<file path="src/rtl/seq_load_ctrl.sv">
// Byte-stream loader: ASCII -> 4-bit nucleotide codes packed into buffer words.
// Define REV_COMP_EN to honour the revcomp port (reverse-complement loads).
module seq_load_ctrl #(
  parameter  int NT_PER_WORD = 8,
  parameter  int ADDR_W      = 10,
  parameter  int LEN_W       = 16,
  localparam int WORD_W      = 4 * NT_PER_WORD
) (
  input  logic              clk,
  input  logic              rst_n,
  input  logic              start,
  input  logic [LEN_W-1:0]  seq_len,
  input  logic              revcomp,
  input  logic [ADDR_W-1:0] base_addr,
  input  logic [7:0]        in_ascii,
  input  logic              in_valid,
  output logic              in_ready,
  output logic              wr_en,
  output logic [ADDR_W-1:0] wr_addr,
  output logic [WORD_W-1:0] wr_data,
  output logic              busy,
  output logic              done,
  output logic [LEN_W-1:0]  n_count
);

  localparam int LW = $clog2(NT_PER_WORD);

  typedef enum logic [1:0] {IDLE, LOAD, FLUSH, DONE} state_t;

  state_t            state_q, state_d;
  logic [LEN_W-1:0]  rem_q, rem_d;
  logic [LEN_W-1:0]  pos_q, pos_d;
  logic [LEN_W-1:0]  n_q, n_d;
  logic [ADDR_W-1:0] base_q, base_d;
  logic [ADDR_W-1:0] addr_q, addr_d;
  logic [WORD_W-1:0] pack_q, pack_d;
  logic [WORD_W-1:0] data_q, data_d;
  logic              we_q, we_d;
  logic              busy_q, busy_d;
  logic              done_q, done_d;

  logic [3:0]        raw;
  logic [3:0]        code;
  logic [LW-1:0]     lane;
  logic [WORD_W-1:0] pack_nx;
  logic              last;
  logic              full;
  logic              accept;

  function automatic logic [3:0] nt_map(input logic [7:0] c);
    case (c)
      8'h41, 8'h61: nt_map = 4'd1;
      8'h43, 8'h63: nt_map = 4'd2;
      8'h47, 8'h67: nt_map = 4'd3;
      8'h54, 8'h74: nt_map = 4'd4;
      default:      nt_map = 4'd0;
    endcase
  endfunction

`ifdef REV_COMP_EN
  logic rev_q, rev_d;

  // A<->T and C<->G are symmetric around 5 in the code map.
  function automatic logic [3:0] nt_comp(input logic [3:0] c);
    nt_comp = (c == 4'd0) ? 4'd0 : 4'd5 - c;
  endfunction

  assign code = rev_q ? nt_comp(raw) : raw;
  assign full = rev_q ? (lane == '0)
                      : (lane == LW'(NT_PER_WORD - 1));
`else
  logic rev_unused;
  assign rev_unused = revcomp;
  assign code = raw;
  assign full = (lane == LW'(NT_PER_WORD - 1));
`endif

  assign in_ready = (state_q == LOAD);
  assign accept   = in_ready && in_valid;
  assign raw      = nt_map(in_ascii);
  assign lane     = pos_q[LW-1:0];
  assign last     = (rem_q == LEN_W'(1));
  assign pack_nx  = pack_q | (WORD_W'(code) << (4 * lane));

  always_comb begin
    state_d = state_q;
    rem_d   = rem_q;
    pos_d   = pos_q;
    n_d     = n_q;
    base_d  = base_q;
    addr_d  = addr_q;
    pack_d  = pack_q;
    data_d  = data_q;
    we_d    = 1'b0;
    busy_d  = busy_q;
    done_d  = 1'b0;
`ifdef REV_COMP_EN
    rev_d   = rev_q;
`endif
    unique case (state_q)
      IDLE: begin
        if (start) begin
          busy_d = 1'b1;
          if (seq_len != '0) begin
            state_d = LOAD;
            rem_d   = seq_len;
            base_d  = base_addr;
            pack_d  = '0;
            n_d     = '0;
            pos_d   = '0;
`ifdef REV_COMP_EN
            rev_d   = revcomp;
            if (revcomp) pos_d = seq_len - LEN_W'(1);
`endif
          end else begin
            state_d = DONE;
            done_d  = 1'b1;
          end
        end
      end
      LOAD: begin
        if (accept) begin
          rem_d = rem_q - LEN_W'(1);
          pos_d = pos_q + LEN_W'(1);
`ifdef REV_COMP_EN
          if (rev_q) pos_d = pos_q - LEN_W'(1);
`endif
          if (raw == 4'd0) n_d = n_q + LEN_W'(1);
          if (full || last) begin
            we_d   = 1'b1;
            addr_d = base_q + ADDR_W'(pos_q >> LW);
            data_d = pack_nx;
            pack_d = '0;
          end else begin
            pack_d = pack_nx;
          end
          if (last) state_d = FLUSH;
        end
      end
      FLUSH: begin
        state_d = DONE;
        done_d  = 1'b1;
      end
      DONE: begin
        state_d = IDLE;
        busy_d  = 1'b0;
      end
      default: state_d = IDLE;
    endcase
  end

  always_ff @(posedge clk or negedge rst_n) begin
    if (!rst_n) begin
      state_q <= IDLE;
      rem_q   <= '0;
      pos_q   <= '0;
      n_q     <= '0;
      base_q  <= '0;
      addr_q  <= '0;
      pack_q  <= '0;
      data_q  <= '0;
      we_q    <= 1'b0;
      busy_q  <= 1'b0;
      done_q  <= 1'b0;
`ifdef REV_COMP_EN
      rev_q   <= 1'b0;
`endif
    end else begin
      state_q <= state_d;
      rem_q   <= rem_d;
      pos_q   <= pos_d;
      n_q     <= n_d;
      base_q  <= base_d;
      addr_q  <= addr_d;
      pack_q  <= pack_d;
      data_q  <= data_d;
      we_q    <= we_d;
      busy_q  <= busy_d;
      done_q  <= done_d;
`ifdef REV_COMP_EN
      rev_q   <= rev_d;
`endif
    end
  end

  assign wr_en   = we_q;
  assign wr_addr = addr_q;
  assign wr_data = data_q;
  assign busy    = busy_q;
  assign done    = done_q;
  assign n_count = n_q;

endmodule

</file>
<file path="config.mk">
export PLATFORM = sky130hd
export DESIGN_NAME = seq_load_ctrl
export DESIGN_NICKNAME = d
export VERILOG_FILES = /design/src/rtl/seq_load_ctrl.sv
export SDC_FILE = /design/constraint.sdc
export NUM_CORES = 1
export LEC_CHECK = 0
export CORE_MARGIN = 4
export CORE_UTILIZATION = 58
export CTS_CLUSTER_SIZE = 16
export DETAILED_ROUTE_END_ITERATION = 7
export GPL_TIMING_DRIVEN = 0
export HOLD_SLACK_MARGIN = 0.08
export PLACE_DENSITY_LB_ADDON = 0.2
export SYNTH_ARGS = -nofsm -noshare
export SYNTH_HDL_FRONTEND = slang
export SYNTH_SLANG_ARGS = --single-unit
</file>
<file path="constraint.sdc">
create_clock -name clk -period 6.79 [get_ports clk]
set_clock_uncertainty 0.15 [all_clocks]
set_input_delay 1.358 -clock clk [delete_from_list [all_inputs] [get_ports clk]]
set_output_delay 1.358 -clock clk [all_outputs]
set_load 0.005 [all_outputs]
</file>
# Word-level counts from Yosys, hierarchy flattened
# Index checks and enable logic that the tools add are counted.
# totals
regBits,137
in_bits,39
out_inout_bits,62
# classes
n_addsub,4
eq_ne,18
n_shift,1
muxes,30
n_bitwise,1
reduce_logical,17
# op_table
op,count
$mux 16,8
$mux 32,4
$pmux 16 s2,3
$eq 8x7->1 const B,8
$pmux 32 s2,1
$add 16x1->16 const B,2
$or 32x32->32,1
$shl 4x5->32,1
$eq 16x1->1 const B,1
$reduce_bool 16->1,1
$sub 16x1->16 const B,1
$pmux 3 s4,1
$add 10x10->10,1
$reduce_and 3->1,3
$mux 2,4
$pmux 2 s4,1
$reduce_or 2->1,4
$mux 1,6
$ne 2x1->1 const B,3
$reduce_and 5->1,1
$eq 2x2->1 const B,2
$logic_not 4->1,1
$ne 2x2->1 const B,2
$pmux 1 s2,2
other kinds (8),9

# Longest topological paths before layout
# Gate-level depths: netlist of run 1.
# depth
depth_word,8
mapped_depth,12
depth_no_buf,9

# Least setup slack after synthesis of run 1
# No wires, ideal clock.
# synth_timing
path_type,in2reg
from,in seq_len[3]
to,reg pack_q[1]
arrival_ps,2769
path_slack_ps,3736
path_stages,9
path_buffers,3
path_cell_list,nor4_1 and4_1 clkbuf_2 a211oi_1 buf_2 and3_1 buf_2 a21oi_1 nor2_1
# synth_between
elab_chain_len,3
# synth_rtl
item,line,source
start: declaration,12,"input logic [LEN_W-1:0] seq_len,"
$reduce_bool 16->1,104,if (seq_len != '0) begin
$ne 2x2->1 (no source line),--,
$reduce_and 4->1 (no source line),--,
end signal: assignment,175,pack_q <= pack_d;
end: declaration,36,"logic [WORD_W-1:0] pack_q, pack_d;"
# Every way passes these cells.
# A chain may end at the register's enable or synchronous reset.

# Worst setup path in the final report of run 1
# layout_timing
from,reg state_q[1]
to,out in_ready
# layout_between
elab_chain_len,1
# layout_rtl
item,line,source
start: declaration,30,"state_t state_q, state_d;"
start signal: assignment,169,state_q <= state_d;
$eq 2x1->1,78,assign in_ready = (state_q == LOAD);
end: declaration,17,"output logic in_ready,"
# Every way passes these cells.

==> results.txt, run 1 <==
* Synthesis-stage register bit count: 118
- N_diodes: 0
- Clock network fraction of total power: 0.302
- The routed design could run at a clock period as short as 3.543 ns.
- Setup slack at placement: 2.751 ns
- Largest fanout on the critical path: 6
- Synth top area cells: sky130_fd_sc_hd__dfrtp_1 (48%), sky130_fd_sc_hd__a21oi_1 (6.2%), sky130_fd_sc_hd__nand2_1 (4.3%), sky130_fd_sc_hd__ha_1 (3.7%), sky130_fd_sc_hd__o21ai_0 (3.2%)
- Clock buffer count from CTS: 17
* Main synth FF type: sky130_fd_sc_hd__dfrtp_1
- Count of routing violations after the opening detailed-route iteration: 409
- Entering global routing, the biggest net connects 76 pins.
- For this block, the via count after detailed routing is 5,502.
- Number of endpoints failing setup at the final stage: 0
- By instance count, the leading cell after synthesis is sky130_fd_sc_hd__dfrtp_1.
- Clock-pin slew was measured on the worst setup and hold paths at 0.06 ns.
- Number of max-slew violations in the final report: 0
* FP Rows: 37
- For this run the aggregate overflow at the end of global routing stands at 0.
* Sw power: 1.074 mW
- The first global-routing pass estimated 27.04 mm of wire.
* Depth of the worst hold-timing path: 2
* Number of I/O port buffers: 90
- Final hold viol count: 0
- At the end of routability-driven placement, the weighted congestion stood at 0.9106.
- The analysis attributes to cell leakage a power of 3.343 nW.
- Gate power share: 0.351
- Area of the die: 12,280 um^2
- The worst register-to-register path has a depth of 8.
* Worst slew margin relative to its limit: 0.2529
* Largest vdd supply drop: 0.0003296 V
- Final TNS setup: 0 ns
- Core box area: 10,320 um^2
- The Yosys step of the flow raised 0 warnings.
- Max clock buf depth: 2
- The tree is rooted in a sky130_fd_sc_hd__clkbuf_8.
- Mean instance size in the synthesized netlist: 9.463 um^2
* Initial core utilization: 0.5940
- I/O pin count: 101
* Post-synthesis cell type with the largest combined area: sky130_fd_sc_hd__dfrtp_1
- Filler Cells Inserted: 726
- Number of H-tree levels: 4
* Post-synthesis cell area: 6132 um^2
- Worst-Margin Slew: 1.111 ns
* Hold/Removal Path Class: flip-flop to flip-flop
- The number of placed instances, taps included, is 882.
- In the final routed layout, each cell accounts on average for 17.86 um.
- Synthesis produced 648 cells.
- Count of non-filler cells in the finished layout: 914
- Of the cells placed in the final design, the portion with a size suffix greater than 1 is 0.1118.
* Initial antenna violation count: 0
- In the post-route analysis, the smallest setup slack over all paths is 3.247 ns.
* Area share of the largest cell type after synthesis: 0.4815
- Critical path data arrival time: 2.03 ns
* Sequential-to-total area share from yosys stat: 0.4815
- Hold-fix buffers at CTS: 0
- Areal power density over the cells: 353.9 nW/um^2
- Vertical extent of the die: 110.8 um
- At the later pin of the worst-skew pair, clock insertion delay measures 0.52 ns.
* Total wire length: 16.32 mm
- EDFF count, synth: 0
* Kind of launch point of the worst setup path: flip-flop
- Summing internal, switching and leakage power gives 2.765 mW.
- Crit share post-route: 0.5218
- Count of TritonRoute iterations in the first routing pass: 5
* Estimated wirelength of the detail-placed design: 11.46 mm
* Area added between synthesis and finish: 27.42%
- Final antenna-violating net count: 0
- Of the total power, the share spent switching nets is 0.3884.
* Max capacitance violation total: 0
- Of the total power, registers draw 0.347.
- Via/cell ratio: 6.020
- Global Route Usage Sum: 0.2697
- Number of post-CTS setup repair buffers: 0
- Cts repair resizes: 0
* Net count reported at finish: 823
* Fmax: 0.2823 GHz
* List of most frequent post-synthesis cells: sky130_fd_sc_hd__dfrtp_1 (118), sky130_fd_sc_hd__a21oi_1 (76), sky130_fd_sc_hd__nand2_1 (71)
- The flow ran to the end, and the final reports show no timing, DRC or antenna violations.
- DRC: 0
- Cell internal power dissipation: 1.691 mW
- Post-synthesis async set-or-reset flop share: 1.000
- The die is 110.8 um wide.
- # clock sinks: 118
* Data required time at the worst endpoint: 5.28 ns
- Setup repair after global routing left no endpoint under its margin.
* Post-synthesis cell type count: 63
- The critical path is of the flip-flop to output port type.
- Number of global-route vias before repair: 5,609
- Kind of end point of the critical path: output port
* Clock tree from TritonCTS: done
[through the flow]
stage	area [um^2]	hold slack [ns]	util
after global placement	7229	0.3144	0.7003
after global routing	7814	0.3609	0.7569
after floorplan	6158	0.3006	-
final	7814	0.3221	0.7569
after detailed placement	7258	0.3118	0.7031
after CTS	7814	0.3265	0.7569
[final timing paths]
check | slack [ns] | to | from
max in group asynchronous | 5.17 | rem_q[1] | rst_n
hold reg to reg | 0.32 | wr_addr[0] | wr_addr[0]
hold / removal | 0.32 | wr_addr[0] | wr_addr[0]
setup reg to reg | 3.86 | n_count[13] | state_q[1]
min in group asynchronous | 0.60 | n_count[13] | rst_n
setup / recovery | 3.25 | in_ready | state_q[1]
[cell families after synthesis]
| logic type | share of synthesized area |
|---|---|
| AO/OA/AOI/OAI | 0.1877 |
| XOR/XNOR | 0.02999 |
| adder cells (fa/ha/maj) | 0.03999 |
| buffers and inverters | 0.05509 |
| flip-flops | 0.4815 |
| multiplexers | 0.02163 |
| other | 0.0006115 |
| AND/OR/NAND/NOR | 0.1834 |
[power groups by stage]
| stage | clock, mW | sequential, mW | combinational, mW |
|---|---|---|---|
| 4_1_cts | 0.844 | 0.955 | 0.960 |
| 3_3_place_gp | 0 | 0.960 | 0.915 |
| 6_report | 0.835 | 0.961 | 0.970 |
| 2_1_floorplan | 0 | 0.935 | 0.643 |
| 5_1_grt | 0.883 | 0.976 | 1.07 |
| 3_5_place_dp | 0 | 0.967 | 0.951 |
[cell usage in the layout, fill, tap and decap left out, types with 17 or more instances in the layout]
cell / n
sky130_fd_sc_hd__clkbuf_1: 17
sky130_fd_sc_hd__ha_1: 18
sky130_fd_sc_hd__a21oi_1: 76
sky130_fd_sc_hd__nand2_1: 71
sky130_fd_sc_hd__dfrtp_1: 118
sky130_fd_sc_hd__o21ai_1: 18
sky130_fd_sc_hd__clkdlybuf4s50_1: 89
sky130_fd_sc_hd__xor2_1: 17
sky130_fd_sc_hd__inv_1: 21
sky130_fd_sc_hd__nor2_1: 49
sky130_fd_sc_hd__o21ai_0: 39
[registers in the layout, summed over array words and instances, names as in the netlist]
name,flops
state_q,2
rem_q,16
pack_q,24
pos_q,13
busy,1
wr_en,1
wr_addr,10
wr_data,24
n_count,16
done,1
base_q,10
[layout make-up]
class,count,area [um^2],share of cell area
flip-flops and latches,118,2953,0.3779
multi-input cells,469,2868,0.3670
repair buffers,91,929.6,0.1190
clock buffers,18,427.9,0.05476
plain buffers,47,259.0,0.03315
well taps,136,170.2,0.02178
clock inverters,14,127.6,0.01633
inverters,21,78.83,0.01009
[worst max-delay path, stage by stage, from the launching register on]
cell and delay [ns]:
sky130_fd_sc_hd__dfrtp_1 0.39, sky130_fd_sc_hd__inv_1 0.11, sky130_fd_sc_hd__ha_1 0.43, sky130_fd_sc_hd__clkdlybuf4s50_1 0.59
[metal layers]
metal	up-vias	global-route usage	wire [um]
li1	2540	-	-
met1	2703	0.3404	6758
met2	225	0.4474	8212
met3	34	0.06932	1027
met4	0	0.1010	324
met5	-	0	0
Note: power is estimated with default switching activity, not from simulation.
==> run 2, diff against run 1 <==
--- a/config.mk
+++ b/config.mk
@@ -6,7 +6,7 @@
 export NUM_CORES = 1
 export LEC_CHECK = 0
 export CORE_MARGIN = 4
-export CORE_UTILIZATION = 58
+export CORE_UTILIZATION = 54
 export CTS_CLUSTER_SIZE = 16
 export DETAILED_ROUTE_END_ITERATION = 7
 export GPL_TIMING_DRIVEN = 0
==> constraint.sdc (replaced) <==
create_clock -name clk -period 3.5 [get_ports clk]
set_clock_uncertainty 0.15 [all_clocks]
set_input_delay 0.7 -clock clk [delete_from_list [all_inputs] [get_ports clk]]
set_output_delay 0.7 -clock clk [all_outputs]
set_load 0.005 [all_outputs]
==> run 2 against run 1 <==
  * Combinational power increased by 95%
  * Largest cell class unchanged
  * Hold slack better by 0.011 ns
  * Critical endpoint is now n_count[15]
  * Non-clock buffer count grew 1
  * Die area up 6.9%
  * Utilization is 4.0 points lower
  * Sequential share of layout area fell by 0.28 points
  * Via count is 0.45% higher
  * Critical path type is now flip-flop to flip-flop
==> results.txt, run 2 (synthesis results as in run 1) <==
- Sequential standard cell area: 2953 um^2 (unchanged)
- Number of max-slew violations in the final report: 0 (unchanged)
* Routing layer with the top usage in global route: met2
* Max clock buf depth: 2 (unchanged)
- The number of global-route vias before repair came to 5,607 (-0.036%).
- The first-pass GRT wire length came to 27.34 mm (+1.1%).
- Filler Cells Inserted: 849 (+17%)
- Number of I/O port buffers: 90 (unchanged)
- Number of endpoints failing setup at the final stage: 0 (unchanged)
- The worst hold margin is 0.3329 ns (+0.01075 ns).
* Depth of the worst hold-timing path: 2 (unchanged)
- The DRC violation total after the first TritonRoute iteration is 478 (+17%).
- Crit share post-route: 0.8846
* Clock buffer count from CTS: 17 (unchanged)
- Most used cells in the layout excluding fill and tap cells: sky130_fd_sc_hd__dfrtp_1 (118), sky130_fd_sc_hd__clkdlybuf4s50_1 (89), sky130_fd_sc_hd__a21oi_1 (76), sky130_fd_sc_hd__nand2_1 (71), sky130_fd_sc_hd__nor2_1 (49)
- Largest fanout on the critical path: 10 (+4)
* Floorplan die width: 114.6 um (+3.4%)
- The die extent in y is 114.6 um (+3.4%).
- The stage delay of the slowest cell on the critical path was 1.09 ns (+0.50 ns).
- Net count reported at finish: 824 (+0.12%)
- The share of final-layout standard cells stronger than drive strength 1 is 0.1117 (-0.0001435).
* Setup slack at placement: 0.1231 ns (-2.628 ns)
- The routability congestion estimate was 0.8751 (-3.9%).
- Areal power density over the cells: 700.4 nW/um^2 (+98%)
- Final antenna-violating net count: 0 (unchanged)
- Met1 Usage GRT: 0.3410 (+0.0006618)
- The max-cap check violation count came to 0 (unchanged).
- Core box area: 10,980 um^2 (+6.4%)
- The required time of the worst setup path came to 3.63 ns (-1.65 ns).
* I/O pin count: 101 (unchanged)
- Number of H-tree levels: 4 (unchanged)
* N_diodes: 0 (unchanged)
- The least setup slack across all paths after layout is 0.4039 ns (-2.843 ns).
- Met2 Track Usage GR: 0.4237 (-0.02366)
- The worst setup path is launched from a flip-flop.
- Counting I/O delays and the setup requirement, the final critical path takes 3.096 ns.
- # clock sinks: 118 (unchanged)
- RSZ-0062 raised after global routing: false
* Most common library cell in the layout ignoring fill and taps: sky130_fd_sc_hd__dfrtp_1
- The overall die area is 13,130 um^2 (+6.9%).
* Count of TritonRoute iterations in the first routing pass: 5 (unchanged)
* Per-cell routed wire length: 17.93 um (+0.40%)
* Worst-Margin Slew: 1.264 ns (+0.1530 ns)
* Area of the multi-input gates: 2868 um^2 (unchanged)
- By startpoint and endpoint, the worst setup path is classified as flip-flop to flip-flop.
* Cell at the root of the clock tree: sky130_fd_sc_hd__clkbuf_16
- The starting density of the core was 0.5583 (-0.03566).
- On the critical path, the stage with the largest delay is an instance of sky130_fd_sc_hd__nor4_2.
* Total wire length: 16.48 mm (+0.95%)
- Via/cell ratio: 6.014 (about the same)
- FP Rows: 38 (+2.7%)
- The all-layer global routing usage is 0.2629 (-0.006778).
* Critical path data arrival time: 3.23 ns (+1.20 ns)
- Cts repair resizes: 0 (unchanged)
- The leakage power summed over all cells was 3.378 nW (+1.0%).
- The insertion delay to the later sink of the worst-skew pair came to 0.42 ns (-0.10 ns).
- Vias after detailed routing: 5,527 (+0.45%)
* Met3 Track Usage GR: 0.07082 (+0.001501)
* DRC: 0 (unchanged)
- Clock Pin Slew Worst Setup and Hold Paths: 0.06 ns (about the same)
* Final hold viol count: 0 (unchanged)
- The number of antenna violations at the first check in global routing was 0 (unchanged).
- Hold/Removal Path Class: flip-flop to flip-flop
- The global-route congestion overflow total is 0 (unchanged).
- The half-perimeter wire length after detailed placement is 11.76 mm (+2.6%).
- Walking the worst path, the cells encountered are inv_1, ha_1, buf_2, inv_1, clkbuf_1, nor4_2, clkbuf_1, nor2_1.
- Fmax: 0.3230 GHz
* Clock tree from TritonCTS: done
- The normalized max-slew margin is 0.1501 (-0.1029).
- Largest vdd supply drop: 0.0006159 V (+87%)
* Pin count of the biggest net entering global routing: 76 (unchanged)
* Worst R2R Path Depth: 8 (unchanged)
- Area added between synthesis and finish: 28.36%
- STA classifies the critical path endpoint as a flip-flop.
- The flow ran to the end, and the final reports show no timing, DRC or antenna violations.
==> run 2: cell count changes in the layout (fill, tap and decap cells not counted), sizes merged <==
cell,before,now
clkinvlp,7,3
clkinv,3,5
inv,24,26
bufinv,1,2
clkbuf,37,36
dlygate4sd3,0,1
==> run 2: path summary, 6_finish.rpt <==
check | startpoint | endpoint | slack, ns
worst max-delay path | state_q[0] | n_count[15] | 0.40
worst min-delay path | wr_addr[8] | wr_addr[8] | 0.33
worst max register to register | state_q[0] | n_count[15] | 0.40
worst min register to register | wr_addr[8] | wr_addr[8] | 0.33
max in group asynchronous | rst_n | pack_q[16] | 1.89
min in group asynchronous | rst_n | n_count[12] | 0.62
==> run 2: area by class of cell <==
cell class                 count  area share
sequential                   118      0.3751
multi-input combinational    469      0.3643
timing repair buffer          92      0.1194
clock buffer                  17     0.05405
buffer                        47     0.03290
tap                          140     0.02225
clock inverter                15     0.02194
inverter                      21     0.01001
==> run 2: power breakdown <==
| group | internal, mW | leakage (nW) | switching, mW |
|---|---|---|---|
| Clock | 1.06 | 0.283 | 0.693 |
| Combinational | 0.713 | 1.53 | 1.18 |
| Sequential | 1.61 | 1.57 | 0.254 |
| Total | 3.39 | 3.38 | 2.13 |
==> run 2: layer usage <==
metal  share of wire  up-vias
li1                -     2555
met5               0        -
met2            0.49      224
met4           0.023        0
met3           0.072       30
met1            0.41     2718
==> run 2: timing repair <==
action | 4_1_cts | 5_1_grt
hold buffers | 1 | 0
hold endpoints to repair | 43 | 0
endpoints found under the setup margin | 0 | 0
setup buffers | 0 | 0
==> run 2: worst max-delay path, delay by kind of cell (launching register included) <==
family                   cells  cell delay (ns)
AND/OR/NAND/NOR              2             1.20
buffers and inverters        5             1.03
flip-flops                   1             0.40
adder cells (fa/ha/maj)      1             0.15
==> run 2: per-stage QoR <==
step / std cells / TNS, ns / power (mW) / instance area [um^2] / util
5_1_grt: 919 / 0 / 5.820 / 7871 / 0.7167
4_1_cts: 919 / 0 / 5.509 / 7871 / 0.7167
3_3_place_gp: 885 / -338.54 / 3.654 / 7234 / 0.6587
3_5_place_dp: 886 / 0 / 3.734 / 7263 / 0.6613
2_1_floorplan: 655 / 0 / 3.061 / 6158 / -
6_report: 919 / 0 / 5.513 / 7871 / 0.7167
==> run 3, diff against run 2 <==
--- a/config.mk
+++ b/config.mk
@@ -5,6 +5,7 @@
 export SDC_FILE = /design/constraint.sdc
 export NUM_CORES = 1
 export LEC_CHECK = 0
+export CAP_MARGIN = 20
 export CORE_MARGIN = 4
 export CORE_UTILIZATION = 54
 export CTS_CLUSTER_SIZE = 16
@@ -15,3 +16,4 @@
 export SYNTH_ARGS = -nofsm -noshare
 export SYNTH_HDL_FRONTEND = slang
 export SYNTH_SLANG_ARGS = --single-unit
+export TNS_END_PERCENT = 100
==> run 3 against run 2 <==
  * Register-to-register slack better by 0.21 ns
  * Combinational power hardly changed
  * Clock power about the same
  * Hold slack is essentially flat
  * Utilization increased by 0.068 points
  * Design area barely moved
  * Cell count increased by 0.11%
  * Via count is 0.11% higher
  * Flip-flop and latch count did not move
  * Routed wire length grew 0.13%
  * Critical path depth grew 1
  * Setup slack gained 0.12 ns
  * Critical path type is now primary input to flip-flop
==> results.txt, run 3 (synthesis results as in run 1) <==
- The DRC violation total after the first TritonRoute iteration is 435 (-9.0%).
- Clock buffer count from CTS: 17 (unchanged)
* Net count reported at finish: 825 (+0.12%)
- The worst hold margin was 0.3328 ns (-0.00006300 ns).
* Final hold viol count: 0 (unchanged)
- The all-layer global routing usage is 0.2629 (unchanged).
- The area of the multi-input gates was 2868 um^2 (unchanged).
- Post-layout utilization of the core: 0.7174 (about the same)
* Largest vdd supply drop: 0.0006249 V (+1.5%)
- Max capacitance violation total: 0 (unchanged)
* Filler Cells Inserted: 847 (-0.24%)
* FP Rows: 38 (unchanged)
* Sum of overflow across all layers after global routing: 0 (unchanged)
* Initial antenna violation count: 0 (unchanged)
- Initial core utilization: 0.5583 (unchanged)
- Area of the die: 13,130 um^2 (unchanged)
- The half-perimeter wire length after detailed placement is 11.76 mm (unchanged).
* Core box area: 10,980 um^2 (unchanged)
- The share of final-layout standard cells stronger than drive strength 1 was 0.1128 (+0.001139).
- In this run the critical register-to-register path is captured at pack_q[1].
- The x dimension of the die was 114.6 um (unchanged).
- Clock tree from TritonCTS: done
- In this run the worst setup path terminates at pack_q[13].
* Kind of end point of the critical path: flip-flop
- Crit share post-route: 0.8514 (-0.03316)
- Post-route cell area: 7879 um^2 (about the same)
* Vertical extent of the die: 114.6 um (unchanged)
- The critical path is of the primary input to flip-flop type.
- Pin count of the biggest net entering global routing: 76 (unchanged)
- The count of placed standard cells in the final layout, fillers left out was 920 (+0.11%).
- The leakage power summed over all cells is 3.383 nW (+0.16%).
* Final total power: 5.523 mW (+0.18%)
- Global-route wire length before repair: 27.34 mm (unchanged)
- The required time of the worst setup path is 3.70 ns (+0.07 ns).
- Number of I/O port buffers: 90 (unchanged)
- Most used cells in the layout excluding fill and tap cells: sky130_fd_sc_hd__dfrtp_1 (118), sky130_fd_sc_hd__clkdlybuf4s50_1 (89), sky130_fd_sc_hd__a21oi_1 (76), sky130_fd_sc_hd__nand2_1 (71), sky130_fd_sc_hd__nor2_1 (49)
- The cell area reported after detailed placement came to 7263 um^2 (unchanged).
- The worst hold path belongs to the class flip-flop to flip-flop.
- The wire length per cell after detailed routing was 17.93 um (about the same).
- Number of global-route vias before repair: 5,607 (unchanged)
- Setup repair after global routing left no endpoint under its margin.
- DRC: 0 (unchanged)
- The critical path starts at in_ascii[3].
- Final antenna-violating net count: 0 (unchanged)
* Number of max-slew violations in the final report: 0 (unchanged)
* Areal power density over the cells: 701.0 nW/um^2 (about the same)
- The largest fanout on the critical path came to 9 (-1).
- Critical path data arrival time: 3.18 ns (-0.05 ns)
- Placed cell count: 886 (unchanged)
- The startpoint identified for the worst register-to-register timing path is state_q[1].
- Most common library cell in the layout ignoring fill and taps: sky130_fd_sc_hd__dfrtp_1
- Slack of the worst reg-to-reg path: 0.61 ns (+0.21 ns)
- Final min period: 2.980 ns (-0.1161 ns)
* Total wire length: 16.50 mm (+0.13%)
* Clock Pin Slew Worst Setup and Hold Paths: 0.06 ns (about the same)
* Via/cell ratio: 6.014 (about the same)
- Worst-Margin Slew: 1.006 ns (-0.2586 ns)
- The number of antenna repair diodes came to 0 (unchanged).
- Clock latency on the worst-skew pair: 0.42 ns (about the same)
* Final weighted congestion in routability-driven placement: 0.8751 (unchanged)
- The iteration count of the initial detailed-routing pass came to 5 (unchanged).
- The highest clock frequency the design can meet was 0.3356 GHz (+3.9%).
- The register cell area after layout was 2953 um^2 (unchanged).
- Number of endpoints failing setup at the final stage: 0 (unchanged)
- The number of cells traversed by the worst register-to-register path came to 10 (+2).
- The routed via count is 5,533 (+0.11%).
* I/O pin count: 101 (unchanged)
- The largest buffer count on any clock path is 2 (unchanged).
* Cell at the root of the clock tree: sky130_fd_sc_hd__clkbuf_16
- Area added between synthesis and finish: 28.48% (about the same)
- STA classifies the critical path startpoint as a primary input.
- Run status: complete, no violations
- The number of sinks handled by clock tree synthesis came to 118 (unchanged).
- The normalized max-slew margin is 0.3277 (+0.1776).
* Number of H-tree levels: 4 (unchanged)
==> run 3: through the flow <==
| step | setup WS [ns] | TNS, ns |
|---|---|---|
| global route | 0.3912 | 0 |
| CTS | 0.5340 | 0 |
| detailed placement | 0.1231 | 0 |
| floorplan | 1.104 | 0 |
| finish | 0.5200 | 0 |
| global placement | -2.877 | -338.54 |
==> run 3: worst max-delay path, cell delays in order <==
cell	delay, ns
sky130_fd_sc_hd__clkdlybuf4s50_1	0.44
sky130_fd_sc_hd__nor3b_2	0.53
sky130_fd_sc_hd__and3b_1	0.26
sky130_fd_sc_hd__and2_1	0.14
sky130_fd_sc_hd__clkbuf_1	0.44
sky130_fd_sc_hd__and3_1	0.23
sky130_fd_sc_hd__buf_2	0.21
sky130_fd_sc_hd__a21oi_1	0.10
sky130_fd_sc_hd__nor2_1	0.12
==> run 3: layer usage <==
metal | GRT usage | routed length [um] | vias up
met3 | 0.07082 | 1152 | 28
met4 | 0.09580 | 366 | 0
li1 | - | - | 2558
met2 | 0.4237 | 8032 | 228
met1 | 0.3410 | 6948 | 2719
met5 | 0 | 0 | -
==> run 3: worst min-delay path by stage <==
stage / startpoint / to / slack [ns] / cells past startpoint
after floorplan: rst_n / base_q[0] / 0.25 / 0
after global placement: wr_addr[0] / wr_addr[0] / 0.31 / 2
after detailed placement: wr_addr[6] / wr_addr[6] / 0.32 / 2
after CTS: wr_addr[6] / wr_addr[6] / 0.34 / 2
after global routing: pack_q[4] / pack_q[4] / 0.37 / 2
final: wr_addr[8] / wr_addr[8] / 0.33 / 2
==> run 3: power breakdown <==
group / switching (mW) / leakage, nW / internal, mW
Combinational: 1.19 / 1.53 / 0.719
Clock: 0.689 / 0.283 / 1.06
Sequential: 0.254 / 1.57 / 1.61
==> run 3: layout make-up <==
cell class,count,share of cell area
Sequential cell,118,0.3748
Multi-Input combinational cell,469,0.3640
Timing Repair Buffer,93,0.1202
Clock buffer,17,0.05399
Buffer,47,0.03287
Tap cell,140,0.02223
Clock inverter,15,0.02192
Inverter,21,0.01000
==> run 3: repair_timing <==
| action | CTS | global route |
|---|---|---|
| gates resized for setup | 0 | 0 |
| hold buffers | 1 | 0 |
| setup buffers | 0 | 0 |
| endpoints found under the hold margin | 43 | 0 |
